===== src/rtl/clock_divider_pkg.sv =====
// Shared definitions for the multi-channel clock divider.
//   MIN_DIV    : smallest divisor a channel will run at.
//   clamp_div(): raises any captured divisor below MIN_DIV up to MIN_DIV.
// Divisors are carried as 32-bit values here, so channel WIDTH must be <= 32.
package clock_divider_pkg;

  localparam int unsigned MIN_DIV = 2;

  // Clamp a divisor to the minimum usable ratio (0 and 1 become 2).
  function automatic logic [31:0] clamp_div(input logic [31:0] value);
    logic [31:0] result;
    if (value < 32'(MIN_DIV)) begin
      result = 32'(MIN_DIV);
    end else begin
      result = value;
    end
    return result;
  endfunction

endpackage


===== src/rtl/clock_divider_channel.sv =====
// One divider channel: phase counter, active/pending divisor and output regs.
// Ports:
//   clk     : clock, all state on posedge
//   rst     : synchronous active-high reset
//   en      : count enable; low freezes phase, divisor and square output
//   sync    : forces a period wrap in this cycle (when enabled)
//   load    : captures clamped div_in as the pending divisor
//   div_in  : divisor value for load
//   o       : registered square output, high for floor(D/2) cycles
//   stb     : registered one-cycle pulse in phase 0
//   pending : a loaded divisor is waiting for the next period boundary
module clock_divider_channel
  import clock_divider_pkg::*;
#(
  parameter int WIDTH       = 16,
  parameter int DEFAULT_DIV = 10
) (
  input  logic             clk,
  input  logic             rst,
  input  logic             en,
  input  logic             sync,
  input  logic             load,
  input  logic [WIDTH-1:0] div_in,
  output logic             o,
  output logic             stb,
  output logic             pending
);

  localparam logic [WIDTH-1:0] DEF_DIV  = WIDTH'(DEFAULT_DIV);
  localparam logic [WIDTH-1:0] DEF_LAST = WIDTH'(DEFAULT_DIV - 1);

  logic [WIDTH-1:0] p_r;
  logic [WIDTH-1:0] d_r;
  logic [WIDTH-1:0] pend_div_r;
  logic             f_r;
  logic             o_r;
  logic             stb_r;

  logic [WIDTH-1:0] load_val_s;
  logic             wrap_s;
  logic [WIDTH-1:0] d_next_s;
  logic [WIDTH-1:0] p_next_s;
  logic [WIDTH-1:0] high_s;

  // Next phase and the divisor in force for it; a load coinciding with a
  // wrap takes priority over an older pending value.
  always_comb begin
    load_val_s = WIDTH'(clamp_div(32'(div_in)));
    wrap_s     = (p_r == (d_r - WIDTH'(1))) || sync;
    d_next_s   = d_r;
    if (wrap_s) begin
      if (load) begin
        d_next_s = load_val_s;
      end else if (f_r) begin
        d_next_s = pend_div_r;
      end else begin
        d_next_s = d_r;
      end
    end else begin
      d_next_s = d_r;
    end
    p_next_s = wrap_s ? '0 : (p_r + WIDTH'(1));
    high_s   = d_next_s >> 1;
  end

  // Channel state and registered outputs.
  always_ff @(posedge clk) begin
    if (rst) begin
      p_r        <= DEF_LAST;
      d_r        <= DEF_DIV;
      pend_div_r <= DEF_DIV;
      f_r        <= 1'b0;
      o_r        <= 1'b0;
      stb_r      <= 1'b0;
    end else if (en) begin
      p_r   <= p_next_s;
      d_r   <= d_next_s;
      o_r   <= (p_next_s < high_s);
      stb_r <= (p_next_s == '0);
      if (wrap_s) begin
        f_r <= 1'b0;
      end else if (load) begin
        pend_div_r <= load_val_s;
        f_r        <= 1'b1;
      end else begin
        f_r <= f_r;
      end
    end else begin
      // Frozen: phase, divisor and O hold, but loads are still captured.
      stb_r <= 1'b0;
      if (load) begin
        pend_div_r <= load_val_s;
        f_r        <= 1'b1;
      end else begin
        f_r <= f_r;
      end
    end
  end

  assign o       = o_r;
  assign stb     = stb_r;
  assign pending = f_r;

endmodule


===== src/rtl/clock_divider_multi.sv =====
// Multi-channel runtime-programmable clock divider.
// Ports:
//   I       : clock, all logic on posedge
//   R       : synchronous active-high reset
//   E       : global count enable
//   sync    : one-cycle pulse restarting every channel at phase 0
//   load    : per-channel load strobe for div_in
//   div_in  : divisors, channel k at [k*WIDTH +: WIDTH]
//   pending : per-channel loaded-but-not-applied flag
//   O       : per-channel divided square outputs
//   stb     : per-channel one-cycle pulse at phase 0
module clock_divider_multi
  import clock_divider_pkg::*;
#(
  parameter int CHANNELS    = 2,
  parameter int WIDTH       = 16,
  parameter int DEFAULT_DIV = 10
) (
  input  logic                      I,
  input  logic                      R,
  input  logic                      E,
  input  logic                      sync,
  input  logic [CHANNELS-1:0]       load,
  input  logic [CHANNELS*WIDTH-1:0] div_in,
  output logic [CHANNELS-1:0]       pending,
  output logic [CHANNELS-1:0]       O,
  output logic [CHANNELS-1:0]       stb
);

  for (genvar k = 0; k < CHANNELS; k++) begin : g_ch
    clock_divider_channel #(
      .WIDTH      (WIDTH),
      .DEFAULT_DIV(DEFAULT_DIV)
    ) u_ch (
      .clk    (I),
      .rst    (R),
      .en     (E),
      .sync   (sync),
      .load   (load[k]),
      .div_in (div_in[k*WIDTH +: WIDTH]),
      .o      (O[k]),
      .stb    (stb[k]),
      .pending(pending[k])
    );
  end

endmodule

===== config.mk =====
export PLATFORM = sky130hd
export DESIGN_NAME = clock_divider_multi
export DESIGN_NICKNAME = d
export VERILOG_FILES = /design/src/rtl/clock_divider_pkg.sv /design/src/rtl/clock_divider_channel.sv /design/src/rtl/clock_divider_multi.sv
export SDC_FILE = /design/constraint.sdc
export NUM_CORES = 1
export LEC_CHECK = 0
export ABC_AREA = 1
export CORE_MARGIN = 2
export CORE_UTILIZATION = 35
export DETAILED_ROUTE_END_ITERATION = 6
export HOLD_SLACK_MARGIN = 0.12
export SYNTH_ARGS = -nofsm -noshare
export SYNTH_HDL_FRONTEND = slang
export SYNTH_SLANG_ARGS = --single-unit

===== constraint.sdc =====
create_clock -name I -period 7.6 [get_ports I]
set_input_delay 1.52 -clock I [delete_from_list [all_inputs] [get_ports I]]
set_output_delay 1.52 -clock I [all_outputs]
set_load 0.01 [all_outputs]

==> results.toml <==
[worst_setup_path]
ff2ff_path_depth = 23
cp-start-kind = "input port"
endpoint_kind = "flip-flop"
worstSetupPathType = "in -> reg"
slowest_stage = "clkdlybuf4s50_1"
path_max_fanout = 31
crit_arrival_ps = 4130
cp.required_ps = 7890
cpMostUsedCell = "a21oi_1"
path_cells = "clkdlybuf4s50_1, inv_1, nand2_2, inv_2, nand3_1, inv_1, ha_1, a21oi_1, nand3b_1, a21oi_1, nor3_1, nand2_1, a21oi_1"
cpPeakStageDelay_ps = 430
regToRegSetupSlack_ps = 3870

[logic_synthesis]
synth_seq_cells = 102
syn_avg_cell_area_um2 = 6.539
synth_cell_types = 41
syn_nets = 1194
yosysWarnings = 0
syn-instance-count = 1124
syn_area_um2 = 7350
yosysSeqAreaShare = 0.2778

[drt]
drt-initial-drc-count = 402
vias = 7150
drtPass1Iterations = 5
route.detailed.drc = 0
avgViaCountPerCell = 5.078
drt-total-wl_mm = 20.00
wl_per_cell_um = 14.20
final_antenna_net_count = 0

[power]
seqPwrFrac = 0.425
p_int_uw = 972.8
p_comb_frac = 0.231
power_leakage_nw = 3.616
netSwitchingFraction = 0.3233
ir_drop_uv = 106.8
power.switching_uw = 464.9
clkPwrFrac = 0.344
power_density_nw_per_um2 = 175.9

[global_routing]
grt_usage = 0.1865
grt_max_degree = 62
grt_pass1_wl_mm = 33.12
antenna_found_initial = 0
overflow = 0
grt_pass1_vias = 6695

[floorplanning]
start_util = 0.3530
num_io_pins = 44
fp.dieArea_um2 = 22170
rows = 53
die_x_um = 148.9
coreArea_um2 = 20820
fp.dieH_um = 148.9

[clock_network]
cts.htree.levels = 3
cts_sinks = 102
numCtsBuffers = 9
cts_tree = "done"
cts_buffer_depth = 2
clock_latency_ps = 360
clk_pin_slew_ps = 70
cts_hold_buf = 0
cts_root_buf = "clkbuf_16"
cts_resized = 0
post_cts_buffers = 0

[hold_path]
min_path_cells = 2
hold_class = "reg -> reg"

[layout]
fin_cells = 1408
seq_area_um2 = 2042
drive_above_1_share = 0.06443
multi_input_area_um2 = 4519
final_util = 0.3925
fillers = 2257
diodes = 0
syn2layout_area_growth_pct = 11.20
nNetsFinal = 1198

[timing]
slew_headroom = 0.4470
setup_tns_ps = 0
whs_ps = 482.8
fin_crit_sh = 0.5058
maxSlewViolCount = 0
fin_crit_ps = 3844
hold_viol = 0
setup_slack_ps = 3756
rsz0062_at_grt = "false"
worst_pin_slew_ps = 828.5
max_freq_mhz = 260.2
setup_viol = 0
finalClockSkew_ps = 7.113

[outcome]
outcome = "complete, no violations"

[placed_design]
place_inst = 1392
hpwlAfterDp_mm = 15.19
port-buffer-count = 43
globalplace.congestion = 0.8226
dp_slack_ps = 3402

[flow_run]
cap_violations = 0
==> worst max-delay path: cells and delay by family <==
kind	cells	cell delay [ps]
AO/OA/AOI/OAI	3	280
adder cells (fa/ha/maj)	1	250
buffers and inverters	4	1200
AND/OR/NAND/NOR	5	870
==> registers in the layout, summed over array words and instances (netlist names) <==
signal and flops:
g_ch.u_ch.pend_div_r 32, g_ch.u_ch.p_r 32, g_ch.u_ch.d_r 32, g_ch.u_ch.o 2, g_ch.u_ch.stb 2, g_ch.u_ch.pending 2
==> power groups by stage <==
| stage | logic [mW] | clock network (mW) | registers [mW] |
|---|---|---|---|
| 2_1_floorplan | 0.258 | 0 | 0.607 |
| 3_3_place_gp | 0.327 | 0 | 0.624 |
| 3_5_place_dp | 0.332 | 0 | 0.623 |
| 4_1_cts | 0.334 | 0.509 | 0.611 |
| 5_1_grt | 0.379 | 0.529 | 0.617 |
| 6_report | 0.332 | 0.494 | 0.612 |
==> layout by cell type (no fill, tap or decap), types with 10 or more instances in the layout <==
cell             instances
a21oi_1                 65
ha_1                    32
o211ai_1                19
nand2_1                241
nand3_1                 56
nand4_1                 20
a211oi_1                16
clkdlybuf4s50_1         42
inv_1                  121
nand3b_1                10
nor2_1                 128
o21a_1                  16
inv_2                   11
o22ai_1                 16
dfxtp_1                102
o21ai_0                108
xnor2_1                 18
xor2_1                  18
==> layout make-up <==
cell class	instances	area share
multi-input combinational	835	0.5530
sequential	102	0.2498
inverter	134	0.06216
timing repair buffer	46	0.05481
tap	275	0.04210
clock buffer	12	0.03138
clock inverter	4	0.006736
==> logic make-up after synthesis <==
group,share of synthesized area
and+or+nand+nor,0.3236
AOI/OAI and AO/OA,0.1939
DFF,0.2778
xor gates and xnor gates,0.04290
adders and majority gates,0.05448
buffers and inverters,0.1073
==> stage by stage <==
stage                     cell area, um2  power, mW
after global placement              7861     0.9513
after global routing                8173      1.525
after detailed placement            7861     0.9550
final                               8173      1.438
after CTS                           8173      1.454
after floorplan                     7350     0.8648
==> path summary, 6_finish.rpt <==
path	endpoint	startpoint
max	g_ch[1].u_ch.o$_SDFFE_PP0P_	sync
min	g_ch[0].u_ch.pend_div_r[3]$_SDFFE_PP1P_	g_ch[0].u_ch.pend_div_r[3]$_SDFFE_PP1P_
max reg2reg	g_ch[1].u_ch.o$_SDFFE_PP0P_	g_ch[1].u_ch.d_r[0]$_SDFFE_PP0P_
min reg2reg	g_ch[0].u_ch.pend_div_r[3]$_SDFFE_PP1P_	g_ch[0].u_ch.pend_div_r[3]$_SDFFE_PP1P_
==> Yosys cell counts <==
master / instances / area (um2)
nand2_1: 241 / 904.6
nor2_1: 128 / 480.5
inv_1: 121 / 454.2
o21ai_0: 108 / 540.5
dfxtp_1: 102 / 2042
a21oi_1: 65 / 325.3
nand3_1: 56 / 280.3
clkbuf_1: 32 / 120.1
ha_1: 32 / 400.4
nand4_1: 20 / 125.1
o211ai_1: 19 / 142.6
xnor2_1: 18 / 157.7
xor2_1: 18 / 157.7
a211oi_1: 16 / 120.1
o21a_1: 16 / 120.1
o22ai_1: 16 / 100.1
inv_2: 11 / 41.29
nand3b_1: 10 / 75.07
nand2_2: 9 / 56.30
nor2_4: 9 / 101.4
nor3_1: 9 / 45.04
buf_2: 8 / 40.04
buf_4: 8 / 60.06
nor4_1: 8 / 50.05
a31oi_1: 7 / 43.79
nand3_2: 7 / 70.07
nor2_2: 6 / 37.54
buf_6: 4 / 45.04
nor3_2: 4 / 40.04
nand2_4: 2 / 22.52
nor2_8: 2 / 40.04
o21bai_1: 2 / 15.01
o221ai_1: 2 / 17.52
buf_8: 1 / 15.01
clkinv_1: 1 / 3.750
inv_6: 1 / 8.760
nand3_4: 1 / 17.52
nor3b_1: 1 / 7.510
nor4_2: 1 / 12.51
or2_1: 1 / 6.260
or2_2: 1 / 6.260
==> routing by layer <==
| metal | wire length, um | GRT usage | share of wire | vias up |
|---|---|---|---|---|
| met4 | 364 | 0.05000 | 0.018 | 0 |
| met1 | 9300 | 0.2411 | 0.47 | 3253 |
| met3 | 717 | 0.03272 | 0.036 | 33 |
| li1 | - | - | - | 3740 |
| met5 | 0 | 0 | 0 | - |
| met2 | 9617 | 0.3203 | 0.48 | 124 |
Note: power is estimated with default switching activity, not from simulation.
